==> src/rtl/tcp_tx_segmenter.sv <==
// tcp_tx_segmenter
//   Application-side TX front end for the TCP wrapper. Takes one send request
//   (session, total bytes) and its 512-bit payload stream, then cuts it into
//   segments of at most MAX_SEG bytes. For each segment it issues TX metadata,
//   waits for the stack's TX status, and then forwards, retries after a
//   back-off, or aborts and drains the rest. One completion per request.
//
// Ports
//   clk, rst                      clock, asynchronous active-high reset
//   s_req_*                       send request {total_bytes[47:16], session[15:0]}
//   s_data_*                      payload in, 64 bytes per beat
//   m_meta_*                      TX metadata to the stack {16'h0, len, session}
//   s_status_*                    TX status from the stack {err, space, len, session}
//   m_data_*                      segmented payload out, last marks segment end
//   m_done_*                      completion {14'h0, code, session}
//   seg_cnt, retry_cnt, err_cnt   free-running statistics, wrap at 2^32
module tcp_tx_segmenter #(
  parameter int unsigned MAX_SEG        = 1024,
  parameter int unsigned RETRY_GAP      = 256,
  parameter logic [31:0] TIME_OUT_CYCLE = 32'hDF84_7580
) (
  input  logic         clk,
  input  logic         rst,
  input  logic         s_req_valid,
  output logic         s_req_ready,
  input  logic [47:0]  s_req_data,
  input  logic         s_data_valid,
  output logic         s_data_ready,
  input  logic [511:0] s_data_data,
  input  logic [63:0]  s_data_keep,
  input  logic         s_data_last,
  output logic         m_meta_valid,
  input  logic         m_meta_ready,
  output logic [47:0]  m_meta_data,
  input  logic         s_status_valid,
  output logic         s_status_ready,
  input  logic [63:0]  s_status_data,
  output logic         m_data_valid,
  input  logic         m_data_ready,
  output logic [511:0] m_data_data,
  output logic [63:0]  m_data_keep,
  output logic         m_data_last,
  output logic         m_done_valid,
  input  logic         m_done_ready,
  output logic [31:0]  m_done_data,
  output logic [31:0]  seg_cnt,
  output logic [31:0]  retry_cnt,
  output logic [31:0]  err_cnt
);

  typedef enum logic [2:0] {
    IDLE, META, WAIT_STATUS, DATA, BACKOFF, DRAIN, DONE
  } state_t;

  state_t      state, nxt;
  logic [15:0] session;
  logic [31:0] rem;
  logic [1:0]  done_code, abort_code;
  logic [10:0] beat_cnt;
  logic [26:0] drain_cnt;
  logic [31:0] to_cnt, bo_cnt;

  // Segment geometry follows rem, which only moves at a segment's last beat,
  // so metadata stays stable for the whole META hold.
  logic [15:0] seg_len;
  logic [10:0] seg_beats;
  logic [26:0] drain_beats;
  assign seg_len     = (rem < 32'(MAX_SEG)) ? rem[15:0] : 16'(MAX_SEG);
  assign seg_beats   = 11'((17'(seg_len) + 17'd63) >> 6);
  assign drain_beats = 27'((33'(rem) + 33'd63) >> 6);

  logic [1:0] st_err;
  logic       st_sess_ok;
  assign st_err     = s_status_data[63:62];
  assign st_sess_ok = (s_status_data[15:0] == session);

  logic req_fire, meta_fire, st_fire, out_fire, drain_fire, done_fire, seg_end;
  assign req_fire   = s_req_valid & s_req_ready;
  assign meta_fire  = m_meta_valid & m_meta_ready;
  assign st_fire    = s_status_valid & s_status_ready;
  assign out_fire   = m_data_valid & m_data_ready;
  assign drain_fire = (state == DRAIN) & s_data_valid;
  assign done_fire  = m_done_valid & m_done_ready;
  assign seg_end    = out_fire & (beat_cnt == seg_beats - 11'd1);

  // Payload path is a straight pass-through in DATA; framing comes from the
  // beat counter, the upstream last flag plays no part.
  assign m_data_valid = (state == DATA) & s_data_valid;
  assign s_data_ready = (state == DATA) ? m_data_ready : (state == DRAIN);
  assign m_data_data  = (state == DATA) ? s_data_data : '0;
  assign m_data_keep  = (state == DATA) ? s_data_keep : '0;
  assign m_data_last  = (state == DATA) & (beat_cnt == seg_beats - 11'd1);
  assign m_meta_data  = {16'h0, seg_len, session};
  assign m_done_data  = {14'h0, done_code, session};

  logic unused_ok;
  assign unused_ok = ^{s_status_data[61:16], s_data_last};

  always_comb begin
    nxt        = state;
    abort_code = 2'd3;
    case (state)
      IDLE:        if (req_fire) nxt = (s_req_data[47:16] == 32'd0) ? DONE : META;
      META:        if (meta_fire) nxt = WAIT_STATUS;
      WAIT_STATUS: begin
        if (st_fire) begin
          if (!st_sess_ok)          nxt = DRAIN;
          else if (st_err == 2'd0)  nxt = DATA;
          else if (st_err == 2'd1)  nxt = BACKOFF;
          else begin
            nxt        = DRAIN;
            abort_code = 2'd2;
          end
        end else if (to_cnt == TIME_OUT_CYCLE - 32'd1) begin
          nxt = DRAIN;
        end
      end
      BACKOFF:     if (bo_cnt == 32'(RETRY_GAP) - 32'd1) nxt = META;
      DATA:        if (seg_end) nxt = (rem == 32'(seg_len)) ? DONE : META;
      DRAIN:       if (drain_fire && drain_cnt == drain_beats - 27'd1) nxt = DONE;
      DONE:        if (done_fire) nxt = IDLE;
      default:     nxt = IDLE;
    endcase
  end

  // Handshake outputs are registered from the next state, so they are all
  // low during and right after reset and rise one cycle later in IDLE.
  always_ff @(posedge clk or posedge rst) begin
    if (rst) begin
      state          <= IDLE;
      s_req_ready    <= 1'b0;
      m_meta_valid   <= 1'b0;
      s_status_ready <= 1'b0;
      m_done_valid   <= 1'b0;
      session        <= '0;
      rem            <= '0;
      done_code      <= '0;
      beat_cnt       <= '0;
      drain_cnt      <= '0;
      to_cnt         <= '0;
      bo_cnt         <= '0;
      seg_cnt        <= '0;
      retry_cnt      <= '0;
      err_cnt        <= '0;
    end else begin
      state          <= nxt;
      s_req_ready    <= (nxt == IDLE);
      m_meta_valid   <= (nxt == META);
      s_status_ready <= (nxt == WAIT_STATUS);
      m_done_valid   <= (nxt == DONE);

      // Per-state counters restart whenever their state is left.
      beat_cnt  <= (state == DATA)        ? beat_cnt + 11'(out_fire)    : '0;
      drain_cnt <= (state == DRAIN)       ? drain_cnt + 27'(drain_fire) : '0;
      to_cnt    <= (state == WAIT_STATUS) ? to_cnt + 32'd1              : '0;
      bo_cnt    <= (state == BACKOFF)     ? bo_cnt + 32'd1              : '0;

      if (req_fire) begin
        session   <= s_req_data[15:0];
        rem       <= s_req_data[47:16];
        done_code <= 2'd0;
      end
      if (seg_end) begin
        rem     <= rem - 32'(seg_len);
        seg_cnt <= seg_cnt + 32'd1;
      end
      if (st_fire && st_sess_ok && st_err == 2'd1)
        retry_cnt <= retry_cnt + 32'd1;
      if (state == WAIT_STATUS && nxt == DRAIN) begin
        err_cnt   <= err_cnt + 32'd1;
        done_code <= abort_code;
      end
    end
  end

endmodule

==> config.mk <==
export PLATFORM = sky130hd
export DESIGN_NAME = tcp_tx_segmenter
export DESIGN_NICKNAME = d
export VERILOG_FILES = /design/src/rtl/tcp_tx_segmenter.sv
export SDC_FILE = /design/constraint.sdc
export NUM_CORES = 1
export LEC_CHECK = 0
export CAP_MARGIN = 25
export CORE_AREA = 3 3 570 572
export CTS_CLUSTER_DIAMETER = 50
export CTS_CLUSTER_SIZE = 10
export DETAILED_ROUTE_END_ITERATION = 6
export DIE_AREA = 0 0 573 575
export MAX_ROUTING_LAYER = met4
export PLACE_DENSITY_LB_ADDON = 0.15
export SYNTH_ARGS = -nofsm -noshare
export SYNTH_HDL_FRONTEND = slang
export SYNTH_SLANG_ARGS = --single-unit
==> constraint.sdc <==
create_clock -name clk -period 11.25 [get_ports clk]
set_input_delay 1.125 -clock clk [delete_from_list [all_inputs] [get_ports clk]]
set_output_delay 1.125 -clock clk [all_outputs]
set_load 0.02 [all_outputs]
# Word-level counts from Yosys, hierarchy flattened
# Index checks and enable logic that the tools add are counted.
# totals
reg_bits	255
out_inout_bits	759
# classes
n_lt_le_gt_ge	1
reduce_logical	10
n_bitwise	9
n_addsub	12
muxes	31
n_eq_ne	17
# ops
cell	count
512-bit two-way mux	1
32-bit by 1-bit adder with 32-bit output, second input constant	5
32-bit two-way mux	4
64-bit two-way mux	1
3-bit two-way mux	12
32-bit by 6-bit adder with 33-bit output, second input constant	1
32-bit by 16-bit == test with 1-bit output	1
32-bit == test, second input constant	1
32-bit by 8-bit == test with 1-bit output, second input constant	1
32-bit zero test	1
32-bit by 11-bit < comparator with 1-bit output, second input constant	1
32-bit by 16-bit subtractor with 32-bit output	1
27-bit by 1-bit adder with 27-bit output	1
27-bit == test	1
27-bit two-way mux	1
27-bit by 1-bit subtractor with 27-bit output, second input constant	1
3-bit one-hot mux with 7 select lines	1
16-bit by 6-bit adder with 17-bit output, second input constant	1
16-bit == test	1
16-bit two-way mux	1
3-bit == test, second input constant	5
11-bit by 1-bit adder with 11-bit output	1
11-bit == test	1
11-bit two-way mux	1
other kinds (11)	34

# Longest topological paths before layout
# Gate-level depths: netlist of the first run.
# depth
word_depth	11
depth_mapped	20

# Worst setup path before layout of the first run
# No wires, ideal clock.
# synth_path
path_type	register to output
start	register rem[24]
end	output m_data_last
setup_slack_ns	6.129
required_ns	10.125
n_path_buf	3
t_arrival_ns	3.996
stages_incl_launch_ff	15
path_cell_list	dfrtp_1 buf_2 nor3_1 nand4_1 nor3_4 inv_2 clkbuf_1 or2_2 ha_1 clkbuf_1 nand3_1 o21ai_0 a2111oi_0 o211ai_2 nor4b_1
# synth_via
elab_chain_cells	6
# synth_rtl
item	line	text
start, declared	57	logic [31:0] rem;
start signal, assigned	160	rem <= s_req_data[47:16];
start signal, assigned	164	rem <= rem - 32'(seg_len);
32-bit by 11-bit < comparator with 1-bit output	68	assign seg_len = (rem < 32'(MAX_SEG)) ? rem[15:0] : 16'(MAX_SEG);
16-bit two-way mux	68	
via m_meta_data[26]	34	output logic [47:0] m_meta_data,
16-bit by 6-bit adder with 17-bit output	69	assign seg_beats = 11'((17'(seg_len) + 17'd63) >> 6);
11-bit by 1-bit subtractor with 11-bit output	92	assign m_data_last = (state == DATA) & (beat_cnt == seg_beats - 11'd1);
11-bit == test	92	
1-bit bitwise AND	92	
end, declared	42	output logic m_data_last,
# The timed path passes the listed nets, and every way through them passes these cells.

# Final worst setup path of the first run
# layout_path
start	register rem[10]
end	output m_data_last
# layout_via
elab_chain_cells	6
# layout_rtl
item	line
32-bit by 11-bit < comparator with 1-bit output	68
16-bit two-way mux (*)	68
16-bit by 6-bit adder with 17-bit output (*)	69
11-bit by 1-bit subtractor with 11-bit output (*)	92
11-bit == test (*)	92
1-bit bitwise AND (*)	92
# Every way passes the cells marked *; elsewhere a longest branch is shown, timed or not.

==> reports/qor.txt, run 1 <==
Max Used Layer: met4
DRC: 0
Main combinational cell family by area after synthesis: simple AND/OR/NAND/NOR gates
Row count: 208
Max-cap viol count: 0
Via count: 24200
CTS max path bufs: 3
Vias per cell: 2.99
Worst skew pair latency: 0.65 ns
I/O pin count: 1456
DRT Wirelength: 322000 microns
Crit share post-route: 0.613
GPL Wtd Cong: 0.899
Area delta synth->final: 108%
Crit-path max FO: 18
Vias in the first global route: 23800
1st-iter DRT viols: 1193
Synth Flop Type: dfrtp_1
Clk_skew: 0.0415 ns
Clk pwr share: 0.205
Layout cells sized above 1: 0.0420
WL/cell: 39.8 microns
Worst EP arrival: 5.77 ns
Synth Area in XOR/XNOR: 0.110
Crit path kind: flop to output pin
Placed instance area: 37600 sq um
Clock Sinks: 255
CTS hold repair buffers: 0
Filler cells: 37100
Internal power component: 0.00356 W
Post-Syn Area: 19000 sq um
First-pass GRT wire length: 380000 microns
Met1 WL: 80800 microns
Worst vdd ir: 0.110 mV
Compound-Gate Fraction of Synth Area: 0.0744
Max Clk Rate: 0.145 GHz
FFs w/ async S/R, synth: 1.00
Avg Inst Size Synth: 8.13 sq um
Clock root buffer: clkbuf_16
Met2 routed WL: 168000 microns
H-tree Lvls: 2
Post-synthesis mux area share: 0.00771
Clk slew on worst S/H paths: 0.05 ns
Die ar.: 329000 sq um
Worst setup SP type: flop
DRT Pass-1 Iters: 5
Starting density of the core: 0.0592
Port bufs: 1373
Tmin final: 6.90 ns
Sw power: 0.00393 W
Setup TNS: 0 ns
Initial antenna violation count: 376
Final setup fails: 0
Unrepaired setup endpoints after global routing: false
Share of power burned in registers: 0.170
Chip height: 575 microns
Logic gate share of total power: 0.625
Worst-Margin Slew: 1.05 ns
Post-CTS setup repair buffer count: 0
EDFF count, synth: 0
Synth unique cells: 75
Slew HR: 0.298
Hold crit path type: flop to flop
TritonCTS clock tree: done
Chip Width: 573 microns
Fin. max-slew vios: 0
Switching share of power: 0.524
PD cells: 189 nW/um^2
Adder-cell area share of the yosys netlist: 0.00791
Final ANT Viol Nets: 0
Largest net degree at the start of global routing: 149
Met3 wire length: 62800 microns
Simple-Gate Fraction of Synth Area: 0.404
Nets@finish: 4332
Placeable Area: 321000 sq um
GR Overflow Total: 0
Post-synthesis sequential area ratio: 0.336
Post-CTS sizing: 0
Register bit total from synthesis: 255
Gr usage total: 0.195
Leakage: 14.1 nW
Worst setup EP type: output pin
Fin area: 39600 sq um
CTS Buf Count: 49
Hpwl dp: 296000 microns
Worst Path Required: 10.13 ns
Status: complete, no violations
Final Hold Viols: 0
Warnings, synthesis: 0
Post-Syn Instances: 2337
-- power groups by stage --
stage,clock network (W),logic [W],registers (W)
floorplan,0,0.00193,0.00115
global placement,0,0.00480,0.00129
detailed placement,0,0.00476,0.00130
CTS,0.00161,0.00480,0.00128
global route,0.00165,0.00501,0.00130
finish,0.00154,0.00468,0.00127
-- cell type report --
| class | instances | area, sq um | share of cell area |
|---|---|---|---|
| Antenna cell | 135 | 338 | 0.00853 |
| Clock buffer | 61 | 1350 | 0.0341 |
| Clock inverter | 30 | 314 | 0.00793 |
| Inverter | 45 | 176 | 0.00446 |
| Multi-Input combinational cell | 1872 | 11600 | 0.294 |
| Sequential cell | 255 | 6380 | 0.161 |
| Tap cell | 4305 | 5390 | 0.136 |
| Timing Repair Buffer | 1400 | 14000 | 0.354 |
-- worst paths after layout --
check / slack [ns] / endpoint / from / cells after the start
min in group asynchronous: 1.01 / err_cnt[8] / rst / 2
worst max register to register: 5.33 / seg_cnt[27] / rem[10] / 16
worst max-delay path: 4.35 / m_data_last / rem[10] / 13
worst min register to register: 0.46 / to_cnt[0] / to_cnt[0] / 1
max in group asynchronous: 8.33 / retry_cnt[3] / rst / 5
worst min-delay path: 0.46 / to_cnt[0] / to_cnt[0] / 1
-- worst max-delay path, cell delays in order (launching register included) --
cell and delay, ns:
dfrtp_1 0.57, nor3_1 0.59, nand2_1 0.28, nor3_4 0.18, buf_4 0.27, inv_2 0.22, or2_2 0.35, ha_1 0.37
or3b_2 0.31, o22ai_1 0.08, a211o_1 0.33, a32oi_1 0.37, nor4b_1 0.30, clkdlybuf4s50_1 0.89
-- metal layers --
| metal | track usage | up-vias |
|---|---|---|
| li1 | - | 10500 |
| met1 | 0.137 | 11500 |
| met2 | 0.359 | 1640 |
| met3 | 0.170 | 623 |
| met4 | 0.0369 | 0 |
| met5 | - | - |
-- logic make-up (layout without fill, tap and decap cells) --
logic type	Yosys count	in the layout
AOI/OAI and AO/OA	210	210
xor gates and xnor gates	236	236
adders and majority gates	12	12
buffers and inverters	244	1536
DFF	255	255
muxes	14	14
other	2	171
and+or+nand+nor	1364	1364
-- cell usage in the layout (no fill, tap or decap), types with 7 or more instances in the layout --
cell type / count
clkdlybuf4s50_1: 1373
and2_1: 607
dfrtp_1: 255
nor2_1: 177
nand2_1: 175
diode_2: 135
xnor2_1: 119
xor2_1: 116
nand3_1: 88
and3_1: 66
nand4_1: 65
a21oi_1: 53
nor3_1: 49
o21ai_0: 49
clkbuf_16: 49
inv_1: 43
conb_1: 36
or3_1: 33
nor4_1: 24
buf_4: 21
and4_1: 15
ha_1: 12
clkinv_2: 10
a211oi_1: 9
mux2i_1: 9
or2_2: 8
nand2b_1: 8
clkbuf_8: 8
a21boi_0: 7
nor2b_1: 7
o211ai_1: 7
-- stage by stage --
| step | setup slack (ns) | power [W] | hold WS (ns) | instances | utilization |
|---|---|---|---|---|---|
| floorplan | 3.11 | 0.00308 | 0.433 | 2371 | - |
| global placement | 4.80 | 0.00610 | 0.454 | 7871 | 0.117 |
| detailed placement | 4.81 | 0.00605 | 0.459 | 7876 | 0.117 |
| CTS | 4.05 | 0.00769 | 0.466 | 7967 | 0.122 |
| global route | 3.84 | 0.00795 | 0.491 | 8061 | 0.123 |
| finish | 4.35 | 0.00749 | 0.461 | 8103 | 0.123 |
-- sequential cells by signal, summed over array words and instances (netlist names) --
| signal | flops |
|---|---|
| m_done_valid | 1 |
| seg_cnt | 32 |
| to_cnt | 32 |
| rem | 32 |
| bo_cnt | 32 |
| done_code | 2 |
| s_req_ready | 1 |
| beat_cnt | 11 |
| s_status_ready | 1 |
| state | 3 |
| err_cnt | 32 |
| m_meta_valid | 1 |
| drain_cnt | 27 |
| retry_cnt | 32 |
| session | 16 |
-- Yosys cell counts (all sizes together), types with 9 or more instances --
cell	instances	area share
nor3	57	0.018
a211oi	9	0.0036
o21ai	50	0.013
and3	66	0.022
ha	12	0.0079
nand3	88	0.023
xnor2	119	0.055
mux2i	9	0.0047
xor2	116	0.053
buf	75	0.027
nor4	26	0.0094
nor2	178	0.035
inv	45	0.0089
or3	33	0.011
nand4	67	0.023
clkbuf	124	0.025
and4	15	0.0069
and2	608	0.20
a21oi	53	0.014
dfrtp	255	0.34
nand2	175	0.035
Note: power is estimated with default switching activity, not from simulation.
==> run 2: changes to the inputs <==
Clock period 11.25 ns to 6.4 ns, I/O delays scaled along.
==> reports/qor.txt, run 2 (synthesis gave the netlist of run 1 again) <==
Gr usage total: 0.200
Crit path kind: flop to output pin
Leakage: 14.2 nW
RR Startpoint: rem[1]
1st-iter DRT viols: 1275
First-pass GRT wire length: 390000 microns
Max-cap viol count: 0
GR Overflow Total: 0
Filler cells: 37100
Status: complete, no violations
Clk slew on worst S/H paths: 0.05 ns
Vias per cell: 3.03
Slew HR: 0.277
Placeable Area: 321000 sq um
I/O pin count: 1456
Crit share post-route: 0.878
Worst Path Required: 5.76 ns
DRT Wirelength: 331000 microns
Post-CTS setup repair buffer count: 0
Chip height: 575 microns
CP Cell Sequence: nor4_4 > a21boi_0 > or2_2 > or2_2 > ha_1 > or3b_2 > o22ai_1 > a211o_1 > a32oi_1 > nor4b_1 > buf_2 > buf_12
Worst setup endpoint: m_data_last
Clock Sinks: 255
Initial antenna violation count: 363
CP delay by family, top: simple AND/OR/NAND/NOR gates
Leading cell type in the layout, fill and taps excluded: clkdlybuf4s50_1
Max stage delay on crit path: 0.65 ns
Worst skew pair latency: 0.66 ns
DRT Pass-1 Iters: 5
Starting density of the core: 0.0592
Crit path max-delay cell type: nor4_4
WL/cell: 40.8 microns
Worst EP arrival: 4.98 ns
Worst-Margin Slew: 1.08 ns
GPL Wtd Cong: 0.919
Port bufs: 1373
Worst Setup SP: rem[1]
Area delta synth->final: 110%
Reg2reg path depth: 14
Reg-to-Reg End: rem[12]
Unrepaired setup endpoints after global routing: false
Layout cells sized above 1: 0.0449
Crit-path max FO: 11
Fin. max-slew vios: 0
Chip Width: 573 microns
CTS Buf Count: 50
Setup TNS: 0 ns
Worst setup SP type: flop
Largest net degree at the start of global routing: 122
Via count: 24600
Die ar.: 329000 sq um
Final setup fails: 0
TritonCTS clock tree: done
Final ANT Viol Nets: 0
Max Clk Rate: 0.178 GHz
Post-CTS sizing: 0
Tmin final: 5.62 ns
Crit path buf inv count: 2
Worst setup EP type: output pin
PD cells: 334 nW/um^2
Commonest non-fill, non-tap cells in the layout: clkdlybuf4s50_1, and2_1, dfrtp_1
Most frequent CP cell: or2_2
Worst vdd ir: 0.198 mV
Clock root buffer: clkbuf_16
DRC: 0
Vias in the first global route: 24200
Hold_ws: 0.258 ns
CTS hold repair buffers: 0
Crit. path cell count: 12
Hold crit path type: input port to async pin
Row count: 208
Clk_skew: 0.0392 ns
Final Hold Viols: 0
H-tree Lvls: 2
R2r setup slk: 1.10 ns
CTS max path bufs: 3
Nets@finish: 4350
Hpwl dp: 304000 microns
==> run 2: metal layers <==
metal | track usage | share of wire | up-vias
li1 | - | - | 10500
met1 | 0.159 | 0.28 | 11900
met2 | 0.359 | 0.51 | 1601
met3 | 0.151 | 0.17 | 620
met4 | 0.0453 | 0.037 | 0
met5 | - | 0 | -
==> run 2: worst min path at each step <==
stage,cells after the start,end
final,2,seg_cnt[6]
after global routing,2,seg_cnt[6]
after CTS,3,session[12]
after detailed placement,1,seg_cnt[31]
after global placement,1,to_cnt[0]
after floorplan,1,to_cnt[0]
==> run 2: worst reg2reg max path, stage by stage (launching register included) <==
cell	delay, ns
dfrtp_1	0.49
nor4_4	0.65
a21boi_0	0.37
or2_2	0.40
or2_2	0.28
ha_1	0.36
or3b_2	0.29
o22ai_1	0.10
a211o_1	0.33
a32oi_1	0.32
nor4b_4	0.61
buf_4	0.31
nor2_2	0.04
buf_4	0.23
a221o_1	0.39
==> run 2: per-stage QoR <==
stage	worst slack, ns	power (W)	instances	utilization	cell area [sq um]
CTS	0.566	0.0137	7981	0.123	39500
global placement	0.779	0.0109	7890	0.118	37800
global route	0.380	0.0141	8079	0.124	39700
floorplan	1.76	0.00542	2371	-	19100
finish	0.782	0.0133	8113	0.124	39800
detailed placement	1.05	0.0108	7892	0.118	37800
==> run 2: power breakdown <==
| group | internal, W | leakage (nW) | switching (W) | total (W) |
|---|---|---|---|---|
| combinational | 0.00291 | 10.0 | 0.00545 | 0.00835 |
| sequential | 0.00179 | 3.41 | 0.000465 | 0.00225 |
| clock | 0.00166 | 0.806 | 0.00106 | 0.00272 |
| total | 0.00636 | 14.2 | 0.00697 | 0.0133 |
==> run 2: area by class of cell <==
cell class,count,area (sq um),share of cell area
Multi-Input combinational cell,1872,11600,0.292
Clock buffer,63,1350,0.0339
Timing Repair Buffer,1417,14300,0.358
Inverter,45,173,0.00433
Antenna cell,130,325,0.00817
Tap cell,4305,5390,0.135
Sequential cell,255,6380,0.160
Clock inverter,26,327,0.00820
